File: config.mk
export PLATFORM = sky130hd
export DESIGN_NAME = multicycle_ctrl_fsm
export DESIGN_NICKNAME = d
export VERILOG_FILES = /design/src/rtl/multicycle_ctrl_fsm.sv
export SDC_FILE = /design/constraint.sdc
export NUM_CORES = 1
export LEC_CHECK = 0
export ABC_AREA = 1
export BUFFER_PORTS_ARGS = -buffer_cell sky130_fd_sc_hd__buf_2
export CAP_MARGIN = 20
export CORE_ASPECT_RATIO = 1.25
export CORE_MARGIN = 4
export CORE_UTILIZATION = 50
export DETAILED_ROUTE_END_ITERATION = 7
export GPL_TIMING_DRIVEN = 0
export PLACE_DENSITY = 0.94
export RECOVER_POWER = 25
export SLEW_MARGIN = 20
export SYNTH_ARGS = -nofsm -noshare
export SYNTH_HDL_FRONTEND = slang
export SYNTH_SLANG_ARGS = --single-unit
File: constraint.sdc
create_clock -name clk -period 2.86 [get_ports clk]
set_clock_uncertainty 0.05 [all_clocks]
set_input_delay 0.143 -clock clk [delete_from_list [all_inputs] [get_ports clk]]
set_output_delay 0.143 -clock clk [all_outputs]
set_load 0.02 [all_outputs]
File: src/rtl/multicycle_ctrl_fsm.sv
// Sequencing controller for a multicycle RV32I core sharing one memory port.
// Steps FETCH/DECODE/EXEC/MEM/WB, runs the req/ready handshake, decodes the
// datapath controls from the instruction register and flags faults.
module multicycle_ctrl_fsm #(
   parameter int unsigned TIMEOUT_CYCLES = 255
) (
   input  logic        clk,
   input  logic        rst_n,
   input  logic [31:0] instr,
   input  logic        br_taken,
   input  logic        mem_ready,
   output logic        mem_req,
   output logic        mem_we,
   output logic        iord,
   output logic        ir_we,
   output logic        pc_we,
   output logic [1:0]  pc_sel,
   output logic        regwrite,
   output logic [1:0]  wb_sel,
   output logic        alusrc,
   output logic        alua_pc,
   output logic [2:0]  alucontrol,
   output logic        alu_sub,
   output logic        instret,
   output logic        fault,
   output logic [1:0]  fault_cause
);

   localparam int unsigned CNT_W = 10;

   localparam logic [6:0] OP_R     = 7'b0110011;
   localparam logic [6:0] OP_I     = 7'b0010011;
   localparam logic [6:0] OP_LOAD  = 7'b0000011;
   localparam logic [6:0] OP_STORE = 7'b0100011;
   localparam logic [6:0] OP_BR    = 7'b1100011;
   localparam logic [6:0] OP_JAL   = 7'b1101111;
   localparam logic [6:0] OP_JALR  = 7'b1100111;
   localparam logic [6:0] OP_LUI   = 7'b0110111;
   localparam logic [6:0] OP_AUIPC = 7'b0010111;

   localparam logic [1:0] CAUSE_ILLEGAL = 2'b01;
   localparam logic [1:0] CAUSE_TIMEOUT = 2'b10;

   typedef enum logic [2:0] {
      S_BOOT, S_FETCH, S_DECODE, S_EXEC, S_MEM, S_WB, S_FAULT
   } state_e;

   state_e           state_q, state_d;
   logic [CNT_W-1:0] cnt_q, cnt_d;
   logic [1:0]       cause_q, cause_d;

   logic [6:0] opcode;
   logic [2:0] funct3;
   logic       f7b5;
   logic       is_r, is_i, is_ld, is_st, is_br, is_jal, is_jalr, is_lui, is_auipc;
   logic       legal;
   logic       at_limit;
   logic       unused_instr;

   assign opcode   = instr[6:0];
   assign funct3   = instr[14:12];
   assign f7b5     = instr[30];
   assign is_r     = (opcode == OP_R);
   assign is_i     = (opcode == OP_I);
   assign is_ld    = (opcode == OP_LOAD);
   assign is_st    = (opcode == OP_STORE);
   assign is_br    = (opcode == OP_BR);
   assign is_jal   = (opcode == OP_JAL);
   assign is_jalr  = (opcode == OP_JALR);
   assign is_lui   = (opcode == OP_LUI);
   assign is_auipc = (opcode == OP_AUIPC);
   assign legal    = is_r | is_i | is_ld | is_st | is_br | is_jal | is_jalr | is_lui | is_auipc;
   assign at_limit = (cnt_q == CNT_W'(TIMEOUT_CYCLES - 1));
   assign unused_instr = ^{instr[31], instr[29:15], instr[11:7]};

   // State, wait counter and fault cause registers
   always_ff @(posedge clk or negedge rst_n) begin
      if (!rst_n) begin
         state_q <= S_BOOT;
         cnt_q   <= '0;
         cause_q <= 2'b00;
      end else begin
         state_q <= state_d;
         cnt_q   <= cnt_d;
         cause_q <= cause_d;
      end
   end

   // Next state; the counter only survives consecutive unanswered request cycles
   always_comb begin
      state_d = state_q;
      cnt_d   = '0;
      cause_d = cause_q;
      unique case (state_q)
         S_BOOT:   state_d = S_FETCH;
         S_FETCH, S_MEM: begin
            if (mem_ready) begin
               if (state_q == S_FETCH) state_d = S_DECODE;
               else if (is_st)         state_d = S_FETCH;
               else                    state_d = S_WB;
            end else if (at_limit) begin
               state_d = S_FAULT;
               cause_d = CAUSE_TIMEOUT;
            end else begin
               cnt_d = cnt_q + CNT_W'(1);
            end
         end
         S_DECODE: begin
            if (legal) begin
               state_d = S_EXEC;
            end else begin
               state_d = S_FAULT;
               cause_d = CAUSE_ILLEGAL;
            end
         end
         S_EXEC: begin
            if (is_ld || is_st) state_d = S_MEM;
            else if (is_br)     state_d = S_FETCH;
            else                state_d = S_WB;
         end
         S_WB:     state_d = S_FETCH;
         S_FAULT:  state_d = S_FAULT;
         default:  state_d = S_BOOT;
      endcase
   end

   // Datapath controls, decoded from state and the instruction register
   always_comb begin
      mem_req    = 1'b0;
      mem_we     = 1'b0;
      iord       = 1'b0;
      ir_we      = 1'b0;
      pc_we      = 1'b0;
      pc_sel     = 2'b00;
      regwrite   = 1'b0;
      wb_sel     = 2'b00;
      alusrc     = 1'b0;
      alua_pc    = 1'b0;
      alucontrol = 3'b000;
      alu_sub    = 1'b0;
      instret    = 1'b0;
      fault      = 1'b0;
      fault_cause = cause_q;

      if (state_q == S_EXEC || state_q == S_MEM || state_q == S_WB) begin
         alusrc  = is_i | is_ld | is_st | is_jalr | is_auipc;
         alua_pc = is_auipc;
         if (is_r || is_i || is_br) alucontrol = funct3;
         if (is_r && (funct3 == 3'b000 || funct3 == 3'b101)) alu_sub = f7b5;
         else if (is_i && funct3 == 3'b101)                   alu_sub = f7b5;
         else                                                 alu_sub = is_br;
      end

      unique case (state_q)
         S_FETCH: begin
            mem_req = 1'b1;
            ir_we   = mem_ready;
         end
         S_EXEC: begin
            if (is_br) begin
               pc_we   = 1'b1;
               pc_sel  = br_taken ? 2'b01 : 2'b00;
               instret = 1'b1;
            end
         end
         S_MEM: begin
            mem_req = 1'b1;
            iord    = 1'b1;
            mem_we  = is_st;
            if (mem_ready && is_st) begin
               pc_we   = 1'b1;
               instret = 1'b1;
            end
         end
         S_WB: begin
            regwrite = 1'b1;
            pc_we    = 1'b1;
            instret  = 1'b1;
            if (is_jal)       pc_sel = 2'b01;
            else if (is_jalr) pc_sel = 2'b10;
            if (is_ld)                 wb_sel = 2'b01;
            else if (is_jal || is_jalr) wb_sel = 2'b10;
            else if (is_lui)           wb_sel = 2'b11;
         end
         S_FAULT:  fault = 1'b1;
         default: ;
      endcase
   end

endmodule

==> impl_metrics.py <==
metrics = {
    "outcome": {
        "run_status": "completed",
    },
    "power": {
        "ir_worst_vdd_uv": 408,
        "p_leak_uw": 0.000765,
        "powerDensity_mw_per_mm2": 706,
    },
    "worst_setup_path": {
        "critical-path-slowest-cell": "dfrtp_1",
        "crit_fanout": 5,
        "crit_type": "reg -> out",
        "arrival_ns": 1.62,
        "critPathRequiredTime_ns": 2.67,
        "crit_top_cell": "nand3_1",
        "cp_cell_sequence": "inv_2 > nor3_4 > nand3_1 > nand3_1 > buf_4 > buf_2",
        "endpoint_kind": "output pin",
        "start_kind": "register",
        "slowest_delay_ns": 0.49,
        "r2r_slack_ns": 1.27,
    },
    "cells_and_area": {
        "area_growth_pct": 20.8,
        "layout_common_cells": "45 x nand2_1, 33 x buf_2, 30 x nor2_1",
        "layout-drive-gt1-share_pct": 29.8,
        "final_common_cell": "nand2_1",
        "final_nets": 254,
        "diodes": 0,
        "finalInstanceArea_mm2": 0.00143,
    },
    "clock_tree": {
        "clk_path_buf_depth": 2,
        "cts_made_buffers": 3,
        "clk_pin_slew_ns": 0.08,
        "tritoncts": "built",
        "htree_num_levels": 1,
        "cts_setup_buffers": 0,
        "clock-root-buffer": "clkbuf_4",
        "clkLatencyLatePin_ns": 0.29,
        "cts_sinks": 15,
    },
    "placement": {
        "postPlaceCellArea_mm2": 0.00139,
        "numPortBuffers": 34,
        "gp_congestion": 0.853,
        "pre_cts_slack_ns": 1.30,
        "dp_hpwl_um": 2200,
    },
    "global_routing": {
        "antenna_found_initial": 0,
        "grt_pass1_vias": 1141,
        "grt_pass1_wl_um": 4390,
        "met2_usage_pct": 32.6,
        "grt_overflow": 0,
        "grt-busiest-layer": "met2",
        "met3_usage_pct": 1.91,
        "grt_max_degree": 16,
        "use_met1_pct": 18.0,
        "grtUsageTotal_pct": 17.3,
    },
    "timing": {
        "max_freq_mhz": 552,
        "worstMarginPinSlew_ns": 0.778,
        "fin_crit_ns": 1.81,
        "worst_slack_ns": 1.05,
        "final_hold_viol_count": 0,
        "period_share_pct": 63.4,
        "rsz0062_at_grt": "no",
        "fin_setup_tns_ns": 0,
        "drv_slew": 0,
        "report.final.setup_viol": 0,
        "worst_slew_margin_rel_pct": 48.1,
    },
    "run": {
        "maxCapViolCount": 0,
    },
    "synth": {
        "async_reset_ff_share_pct": 100,
        "ys_top_cells_by_area": "dfrtp_1 32%, nand2_1 14%, nor2_1 9.5%, inv_1 7.0%, nand3_1 4.2%",
        "synth_area_mm2": 0.00118,
        "avgSynthCellArea_um2": 6.71,
        "synth_largest_area_cell": "dfrtp_1",
        "ys_types": 29,
        "yosysTopAreaCellShare_pct": 31.8,
        "syn_inst": 176,
        "synth_edf_count": 0,
        "yosysSeqAreaShare_pct": 31.8,
        "ys_ff_latch": 15,
        "syn_nets": 214,
        "yosys_warnings": 0,
        "ys.flop_type": "dfrtp_1",
    },
    "min_path": {
        "min_path_type": "in -> reg",
    },
    "floorplan": {
        "die_y_um": 62.3,
        "coreArea_mm2": 0.00223,
        "io_pins": 56,
        "rows": 19,
        "die_area_mm2": 0.00321,
        "start_util_pct": 52.9,
        "die_w_um": 51.5,
    },
    "detailed_routing": {
        "viasPerCell": 5.03,
        "drtAntennaViolNets": 0,
        "drt_iter0_markers": 29,
        "vias": 1238,
        "dr.pass1.iters": 4,
        "drc": 0,
        "post_drt_wl_per_cell_um": 10.8,
        "wirelength_um": 2650,
    },
}
==> logic make-up after synthesis <==
logic type	share of synthesized area, %
DFF	31.8
AOI/OAI and AO/OA	10.1
xor gates and xnor gates	1.48
buffers and inverters	10.5
and+or+nand+nor	44.1
adders and majority gates	2.12
==> where the power goes <==
group          total [uW]  internal (uW)  leakage [uW]  switching (uW)
Sequential            298            258      0.000199            39.8
Clock                 120           52.0     0.0000177            68.3
Combinational         589            197      0.000549             392
==> worst max-delay path, delay by kind of cell (launching register included) <==
family                 cells  cell delay (ns)
and+or+nand+nor            3             0.50
DFF                        1             0.49
buffers and inverters      3             0.35
==> worst paths after layout <==
check,depth (start not counted),endpoint,start
hold / removal,4,cnt_q[6],mem_ready
max in group asynchronous,2,state_q[1],rst_n
setup / recovery,6,pc_we,state_q[1]
hold reg to reg,2,fault_cause[1],fault_cause[1]
min in group asynchronous,2,cnt_q[3],rst_n
setup reg to reg,6,cnt_q[8],cnt_q[0]
==> through the flow <==
step / power [uW] / instances / hold slack, ns / utilization (%)
2_1_floorplan: 751 / 176 / -0.203 / -
3_3_place_gp: 882 / 241 / 0.00481 / 62.2
3_5_place_dp: 896 / 241 / 0.00537 / 62.2
4_1_cts: 1020 / 246 / 0.160 / 63.9
5_1_grt: 1110 / 246 / 0.182 / 63.8
6_report: 1010 / 246 / 0.166 / 63.8
==> layout make-up <==
cell class | instances | area [um2]
timing repair buffer | 35 | 179
sequential | 15 | 375
tap | 31 | 38.8
multi-input combinational | 131 | 682
buffer | 2 | 18.8
clock inverter | 1 | 5.00
clock buffer | 3 | 22.5
fill | 225 | 808
inverter | 28 | 105
==> sequential cells by signal, summed over array words and instances, names as in the netlist <==
register	count
cnt_q	10
state_q	3
fault_cause	2
==> synth_stat cells, types with 3 or more instances <==
library cell   n
nand2_1       45
nor2_1        30
inv_1         22
dfrtp_1       15
nand3_1       10
a21oi_1        9
inv_2          6
nor2_2         5
nor3_1         4
o21ai_0        4
nand2_2        3
o21ai_1        3
==> repair_timing <==
action                                  4_1_cts  5_1_grt
endpoints found under the setup margin        0        0
hold buffers                                  1        0
endpoints found under the hold margin        15        0
resized for setup                             0        0
==> routing by layer <==
metal / share of wire [%] / up-vias
met5: 0 / -
met4: 2.0 / 0
met3: 7.5 / 8
met2: 50 / 53
met1: 40 / 549
li1: - / 628
(Power assumes the default switching activity.)
